### config.mk
export PLATFORM = sky130hd
export DESIGN_NAME = trace_packetiser
export DESIGN_NICKNAME = d
export VERILOG_FILES = /design/src/rtl/trace_packetiser.sv
export SDC_FILE = /design/constraint.sdc
export NUM_CORES = 1
export LEC_CHECK = 0
export ABC_CLOCK_PERIOD_IN_PS = 35700
export CAP_MARGIN = 10
export CORE_AREA = 10 10 250 252
export DETAILED_ROUTE_END_ITERATION = 8
export DIE_AREA = 0 0 260 262
export PLACE_DENSITY = 0.73
export SLEW_MARGIN = 10
export SYNTH_ARGS = -nofsm -noshare
export SYNTH_HDL_FRONTEND = slang
export SYNTH_SLANG_ARGS = --single-unit
### constraint.sdc
create_clock -name clk -period 35.7 [get_ports clk]
set_clock_uncertainty 0.1 [all_clocks]
set_input_delay 5.355 -clock clk [delete_from_list [all_inputs] [get_ports clk]]
set_output_delay 5.355 -clock clk [all_outputs]
set_load 0.02 [all_outputs]
### src/rtl/trace_packetiser.sv
// Trace record packetiser: buffers writeback trace records in a small FIFO and
// streams each one as a sequence-numbered header beat plus N payload beats.
package ryuki_datatypes;

  typedef struct packed {
    logic [31:0] pc;
    logic [31:0] instr;
    logic        rd_wen;
    logic [4:0]  rd_addr;
    logic [31:0] rd_data;
    logic        trap;
    logic [3:0]  cause;
  } trace_output;

endpackage

module trace_packetiser
  import ryuki_datatypes::*;
#(
  parameter int unsigned FIFO_DEPTH = 4,
  parameter int unsigned WORD_WIDTH = 32
) (
  input  logic                          clk,
  input  logic                          rst,
  input  logic                          wb_data_ready,
  input  trace_output                   wb_data_i,
  output logic                          out_valid,
  output logic [WORD_WIDTH-1:0]         out_data,
  output logic                          out_last,
  input  logic                          out_ready,
  output logic [$clog2(FIFO_DEPTH):0]   fifo_level,
  output logic                          overflow,
  output logic [15:0]                   drop_count
);

  localparam int unsigned REC_W    = $bits(trace_output);
  localparam int unsigned N_BEATS  = (REC_W + WORD_WIDTH - 1) / WORD_WIDTH;
  localparam int unsigned PAD_W    = N_BEATS * WORD_WIDTH;
  localparam int unsigned ENTRY_W  = 16 + REC_W;
  localparam int unsigned PTR_W    = $clog2(FIFO_DEPTH);
  localparam int unsigned CNT_W    = PTR_W + 1;
  localparam int unsigned IDX_W    = (N_BEATS > 1) ? $clog2(N_BEATS) : 1;
  localparam logic [IDX_W-1:0] LAST_IDX = IDX_W'(N_BEATS - 1);

  typedef enum logic [1:0] {S_IDLE, S_HEADER, S_PAYLOAD} state_e;

  state_e                 state_q, state_d;
  logic [IDX_W-1:0]       idx_q, idx_d;
  logic                   out_valid_q, out_valid_d;
  logic [WORD_WIDTH-1:0]  out_data_q, out_data_d;
  logic                   out_last_q, out_last_d;

  logic [ENTRY_W-1:0]     mem_q [FIFO_DEPTH];
  logic [PTR_W-1:0]       wr_ptr_q, rd_ptr_q;
  logic [CNT_W-1:0]       count_q;
  logic [15:0]            seq_q;
  logic                   overflow_q;
  logic [15:0]            drop_q;

  logic                   handshake, pop, full, accept, drop;
  logic [ENTRY_W-1:0]     sel_entry;

  function automatic logic [WORD_WIDTH-1:0] header_beat(input logic [15:0] seq);
    logic [WORD_WIDTH-1:0] h;
    h        = '0;
    h[31:16] = seq;
    h[15:0]  = 16'(N_BEATS);
    return h;
  endfunction

  function automatic logic [WORD_WIDTH-1:0] payload_beat(input logic [REC_W-1:0] rec,
                                                         input logic [IDX_W-1:0] k);
    logic [PAD_W-1:0] padded;
    padded = PAD_W'(rec);
    return padded[k*WORD_WIDTH +: WORD_WIDTH];
  endfunction

  assign handshake = out_valid_q & out_ready;
  // out_last is only ever raised on the final payload beat, so it alone marks the pop.
  assign pop       = handshake & out_last_q;
  assign full      = (count_q == CNT_W'(FIFO_DEPTH));
  assign accept    = wb_data_ready & (~full | pop);
  assign drop      = wb_data_ready & full & ~pop;
  assign sel_entry = mem_q[pop ? rd_ptr_q + PTR_W'(1) : rd_ptr_q];

  always_ff @(posedge clk) begin
    if (rst) begin
      wr_ptr_q   <= '0;
      rd_ptr_q   <= '0;
      count_q    <= '0;
      seq_q      <= '0;
      overflow_q <= 1'b0;
      drop_q     <= '0;
    end else begin
      if (wb_data_ready) seq_q <= seq_q + 16'd1;
      if (accept) wr_ptr_q <= wr_ptr_q + PTR_W'(1);
      if (pop) rd_ptr_q <= rd_ptr_q + PTR_W'(1);
      count_q <= count_q + CNT_W'(accept) - CNT_W'(pop);
      if (drop) begin
        overflow_q <= 1'b1;
        if (drop_q != 16'hFFFF) drop_q <= drop_q + 16'd1;
      end
    end
  end

  always_ff @(posedge clk) begin
    if (!rst && accept) mem_q[wr_ptr_q] <= {seq_q, wb_data_i};
  end

  always_ff @(posedge clk) begin
    if (rst) begin
      state_q     <= S_IDLE;
      idx_q       <= '0;
      out_valid_q <= 1'b0;
      out_data_q  <= '0;
      out_last_q  <= 1'b0;
    end else begin
      state_q     <= state_d;
      idx_q       <= idx_d;
      out_valid_q <= out_valid_d;
      out_data_q  <= out_data_d;
      out_last_q  <= out_last_d;
    end
  end

  always_comb begin
    state_d = state_q;
    idx_d   = idx_q;
    unique case (state_q)
      S_IDLE: begin
        if (count_q != '0) state_d = S_HEADER;
      end
      S_HEADER: begin
        if (handshake) begin
          state_d = S_PAYLOAD;
          idx_d   = '0;
        end
      end
      S_PAYLOAD: begin
        if (handshake) begin
          if (idx_q == LAST_IDX) begin
            state_d = (count_q > CNT_W'(1)) ? S_HEADER : S_IDLE;
            idx_d   = '0;
          end else begin
            idx_d = idx_q + IDX_W'(1);
          end
        end
      end
      default: state_d = S_IDLE;
    endcase
  end

  // Next beat is precomputed from the next state so the outputs stay registered.
  always_comb begin
    out_valid_d = out_valid_q;
    out_data_d  = out_data_q;
    out_last_d  = out_last_q;
    if (!(out_valid_q && !out_ready)) begin
      out_valid_d = (state_d != S_IDLE);
      out_last_d  = (state_d == S_PAYLOAD) && (idx_d == LAST_IDX);
      unique case (state_d)
        S_HEADER:  out_data_d = header_beat(sel_entry[ENTRY_W-1 -: 16]);
        S_PAYLOAD: out_data_d = payload_beat(sel_entry[REC_W-1:0], idx_d);
        default:   out_data_d = '0;
      endcase
    end
  end

  assign out_valid  = out_valid_q;
  assign out_data   = out_data_q;
  assign out_last   = out_last_q;
  assign fifo_level = count_q;
  assign overflow   = overflow_q;
  assign drop_count = drop_q;

endmodule

Word level (Yosys, flattened, before mapping)

Memories as Yosys holds them, arrays and structs flattened.
Index checks and enable logic that the tools add are counted.

Flip-flop bits (word level): 78
Output and inout port bits: 54
Input port bits: 111
RAM bits: 492
Word-level logic and storage cells: 60
Memories kept: 1

Memories:

| memory | words | width | rd ports | clocked after Yosys merged registers in | wr ports | line | RTL |
|---|---|---|---|---|---|---|---|
| mem_q  | 4     | 123   | 1        | 0                                       | 1        | 53   | `logic [ENTRY_W-1:0] mem_q [FIFO_DEPTH];` |

Equal/unequal tests: 8
Bitwise logic cells: 8
Shift-type cells: 1
Reduce and logical (&&, ||, !) cells: 9
Add/sub/neg operators: 7
Mux-type cells: 14
Magnitude comparators: 1

Operator list:

| operator                | number |
|---|---|
| $shiftx A128 B8 Y32     | 1 |
| $pmux W32 S2            | 1 |
| $add A16 B1 Y16 const B | 2 |
| $mux W2                 | 8 |
| $ne A16 B16 Y1 const B  | 1 |
| $eq A2 B2 Y1 const B    | 4 |
| $add A2 B1 Y2 const B   | 3 |
| $pmux W2 S3             | 1 |
| $and A1 B1 Y1           | 5 |
| $eq A2 B1 Y1 const B    | 2 |
| $pmux W2 S2             | 1 |
| $add A3 B1 Y3           | 1 |
| $eq A3 B3 Y1 const B    | 1 |
| $gt A3 B1 Y1 const B    | 1 |
| $logic_and A1 B1 Y1     | 3 |
| $mux W1                 | 3 |
| $reduce_bool A3 Y1      | 1 |
| $sub A3 B1 Y3           | 1 |
| $logic_not A1 Y1        | 2 |
| $logic_not A2 Y1        | 1 |
| $not A1 Y1              | 2 |
| $reduce_and A2 Y1       | 1 |
| $reduce_bool A2 Y1      | 1 |
| $or A1 B1 Y1            | 1 |

Logic depth before layout (Yosys ltp)

Word-level depth: 7
Mapped depth: 15
Mapped depth without buffers: 14

Worst setup path before layout

Ideal clock, no wire load.

Path type: input -> register
Start point: in out_ready
End point: mem mem_q[0][0] in the netlist's numbering, enable pin
Data required time: 34819 ps
Buffers on the path: 4
Slack: 19391 ps
Data arrival time: 15428 ps
Setup time: 781 ps
Stages: 8
Path through: nand3_2 -> buf_2 -> buf_4 -> buf_2 -> buf_2 -> nand3_1 -> nand2_1 -> nor3b_1

Cells in the longest elaborated chain, start to end: 7

Ends and longest elaborated chain:

| item                          | line | RTL |
|---|---|---|
| from (decl)                   | 30   | `input logic out_ready,` |
| $and A1 B1 Y1                 | 78   | `assign handshake = out_valid_q & out_ready;` |
| $and A1 B1 Y1                 | 80   | `assign pop = handshake & out_last_q;` |
| $or A1 B1 Y1                  | 82   | `assign accept = wb_data_ready & (~full \| pop);` |
| $and A1 B1 Y1                 | 82   |  |
| $logic_and A1 B1 Y1           | 107  | `if (!rst && accept) mem_q[wr_ptr_q] <= {seq_q, wb_data_i};` |
| $mux W1                       | 107  |  |
| $mux W1 (implied by the code) | 107  |  |
| to (decl)                     | 53   |  |

No other way between the ends.

Final worst setup path

Start point: in out_ready
End point: reg count_q[2], in the netlist fifo_level[2]

Cells in the longest elaborated chain, start to end: 6

Ends and longest elaborated chain:

| item                 | line | RTL |
|---|---|---|
| $and A1 B1 Y1 *      | 78   |  |
| $and A1 B1 Y1 *      | 80   |  |
| $or A1 B1 Y1         | 82   |  |
| $and A1 B1 Y1        | 82   |  |
| $add A3 B1 Y3        | 98   | `count_q <= count_q + CNT_W'(accept) - CNT_W'(pop);` |
| $sub A3 B1 Y3 *      | 98   |  |
| to (signal assigned) | 98   |  |
| to (decl)            | 55   | `logic [CNT_W-1:0] count_q;` |

Mark *: on every way between the ends. The rest lies on a longest branch, timed or not.
A chain may end at the register's enable or synchronous reset.

==> impl_results.md <==
* Port Buffers at 164
* Clk pwr share at 39.2%
* HP Class: flip-flop to flip-flop
* Vias in the first global route at 16,200
* Endpoint, Worst Hold: overflow
* Final GP Congestion at 0.839
* Crit path launch type: input pin
* Setup slack, reg-to-reg at 31.45 ns
* Reg2reg end: out_data[2]
* H-tree depth at 2
* Worst hold stages at 2
* Pre-CTS setup slack at 26.01 ns
* Most frequent cells in the layout: edfxtp_1, clkdlybuf4s50_1, nand2_1
* Most used DFF post-synth: edfxtp_1
* Largest cells by area after synthesis: edfxtp_1, mux4_2, dfxtp_1, mux2i_1, nand2_1
* CP top delay family: buffers and inverters
* Net Sw Power at 0.000343 W
* Fin area at 29,700 sq um
* Avg Inst Size Synth at 14.9 sq um
* Initial Util at 44.6%
* Placed cell area at 27,800 sq um
* Post-CTS Setup Inserts at 0
* Switch share at 22.9%
* YS warnings at 0
* Number of DRC markers in iteration 0 at 1,811
* Max-Cap Viols at 0
* Die height at 262 microns
* Slew margin rel. at 24.1%
* Syn_nets at 1,851
* Core area at 57,400 sq um
* Synth Instances at 1,722
* Critical Path End Type: flip-flop
* Nets@finish at 1,969
* I/O pin count at 165
* Die W at 260 microns
* F_max at 111 MHz
* TritonCTS buffer count at 58
* Root buffer cell: clkbuf_16
* Fin util at 51.7%
* RSZ-0062 raised after global routing: no
* Pwr Total at 0.00150 W
* Antenna viol nets, final at 0
* Combinational power share at 8.5%
* Syn-to-layout area delta at 16.0%
* CP Cell Sequence: clkdlybuf4s50_1, nand3_4, buf_12, inv_6, buf_4, ha_1, inv_1, ha_1, inv_1, fa_1, xnor2_1, nor2_1
* Worst-path fanout max at 158
* Flops & latches, synth at 570
* # DRC at 0
* Drt total wl at 64.5 mm
* GR Util All Layers at 18.6%
* Synth unique cells at 70
* Delay of the slowest cell on the worst path at 0.78 ns
* FF-to-FF path depth at 8
* Slew Limit Fails at 0
* Worst Max-Slew Pin Slew at 1.14 ns
* Final period utilization at 25.3%
* Crit path max-delay cell type: buf_4
* Largest net degree at the start of global routing at 159
* CTS Hold Bufs at 0
* RR Startpoint: rd_ptr_q[0]
* Worst EP required at 36.07 ns
* FP Rows at 88
* CTS Sinks at 570
* DIE AREA at 68,100 sq um
* Vias at 16,100
* Seq pwr share at 52.3%
* Hold Vio Cnt, Final at 0
* Initial DRT Pass Iterations at 7
* Hold Startpoint: overflow
* Post-CTS sizing at 0
* EDFF count, synth at 492
* P_int at 0.00116 W
* Final HPWL DP at 39.1 mm
* Post-Route Setup TNS at 0 ns
* First-pass GRT wire length at 98.0 mm
* Arrival @ worst endpoint at 9.41 ns
* Worst setup margin at 26.66 ns
* Final setup viols at 0
* Register area share after synthesis at 63.9%
* Final worst path period need at 9.04 ns
* CP Class: input pin to flip-flop
* Pwr dens at 50.6 nW/um^2
* Most common cell after layout, fill and taps aside: edfxtp_1
* Fillers at 4,531
* Grt total ovfl at 0
* Leak at 9.50 nW
* Clk_lat worst skew at 0.62 ns
* Asr flop ratio synth at 0%
* Syn Std Cell Area at 25,600 sq um
* Vias per std cell at 6.06
* Initial antenna violation count at 5
* Status: finished, final reports clean
* Largest vdd supply drop at 43.9 uV
* Clock transition at path regs at 0.06 ns
* Share of cells above drive strength 1 at 13.4%
* CP Buf/Inv Count at 6
* CTS tree: built
* Biggest area consumer among synthesized cells: edfxtp_1
* Routed wire per std cell at 24.3 microns
* Max clock buf depth at 3
* Top cell type's share of synthesized area at 57.8%
-- power by group through the flow --
stage	sequential [W]	clock, W	combinational, W
3_3_place_gp	0.000796	0	0.000126
2_1_floorplan	0.000807	0	0.0000644
6_report	0.000785	0.000588	0.000128
4_1_cts	0.000784	0.000599	0.000129
3_5_place_dp	0.000798	0	0.000128
5_1_grt	0.000788	0.000629	0.000139
-- worst max-delay path by stage --
stage                          from             to  slack (ns)  cells after the start
after floorplan           out_ready    mem_q[0][0]       19.39                      8
after global placement    out_ready    mem_q[2][8]       26.13                      8
after detailed placement  out_ready   out_data[21]       26.01                      9
after CTS                 out_ready   out_data[21]       26.67                      9
after global routing      out_ready    out_data[2]       26.36                     12
final                     out_ready  fifo_level[2]       26.66                     12
-- worst reg2reg max path: cells and delay by family (launching register included) --
kind                   cells  cell delay (ns)
buffers and inverters      2             1.62
and+or+nand+nor            4             1.46
DFF                        1             0.59
AOI/OAI and AO/OA          2             0.34
-- layout make-up --
type | instances | area (sq um) | area share (%)
multi-input combinational | 1005 | 8600 | 29.0
timing repair buffer | 182 | 1820 | 6.14
antenna | 2 | 5.00 | 0.0169
sequential | 570 | 16300 | 55.1
clock buffer | 86 | 1680 | 5.67
inverter | 23 | 92.6 | 0.312
clock inverter | 23 | 173 | 0.582
tap | 765 | 957 | 3.23
-- registers in the layout, indices dropped and copies added (netlist names) --
name / cells
mem_q: 492
wr_ptr_q: 2
out_valid: 1
out_data: 32
overflow: 1
fifo_level: 3
rd_ptr_q: 2
seq_q: 16
out_last: 1
state_q: 2
drop_count: 16
idx_q: 2
-- Yosys cell counts (12+ instances only) --
cell and instances:
a2111o_1 14, buf_2 66, o211ai_1 13, nand3_1 26
inv_1 21, o21ai_0 42, ha_1 17, a211oi_1 19
dfxtp_1 78, o221ai_1 13, o22ai_1 41, nand2_1 133
or3_1 18, a21oi_1 72, edfxtp_1 492, nor2_1 67
nor2b_1 16, nor4_1 13, mux2i_1 124, o311a_1 12
nand4_1 13, mux4_2 118, xor2_1 12, clkbuf_1 36
and3_1 13, nor3_1 64
-- layer usage --
metal,vias up,wire [microns],GRT usage [%],share of wire (%)
met4,8,1780,5.98,2.8
met1,8136,25600,24.2,40
met2,685,31500,30.6,49
met5,-,59,0,0.091
li1,7137,-,-,-
met3,129,5550,4.39,8.6
-- cells by family (layout without fill, tap and decap cells) --
group / count (synthesis) / in the layout / share of synthesized area (%)
xor+xnor: 25 / 25 / 0.915
buf+inv: 147 / 314 / 2.67
other cells: 0 / 2 / 0
mux: 248 / 248 / 15.5
fa+ha+maj: 19 / 19 / 0.949
flops: 570 / 570 / 63.9
compound gates: 314 / 314 / 8.56
simple gates: 399 / 399 / 7.52
-- per-stage QoR --
step	hold slack, ns	std cells
5_1_grt	0.385	2654
3_3_place_gp	0.334	2545
4_1_cts	0.360	2654
3_5_place_dp	0.352	2545
2_1_floorplan	0.369	1722
6_report	0.356	2656
No activity file was read; power rests on OpenSTA's default activity.
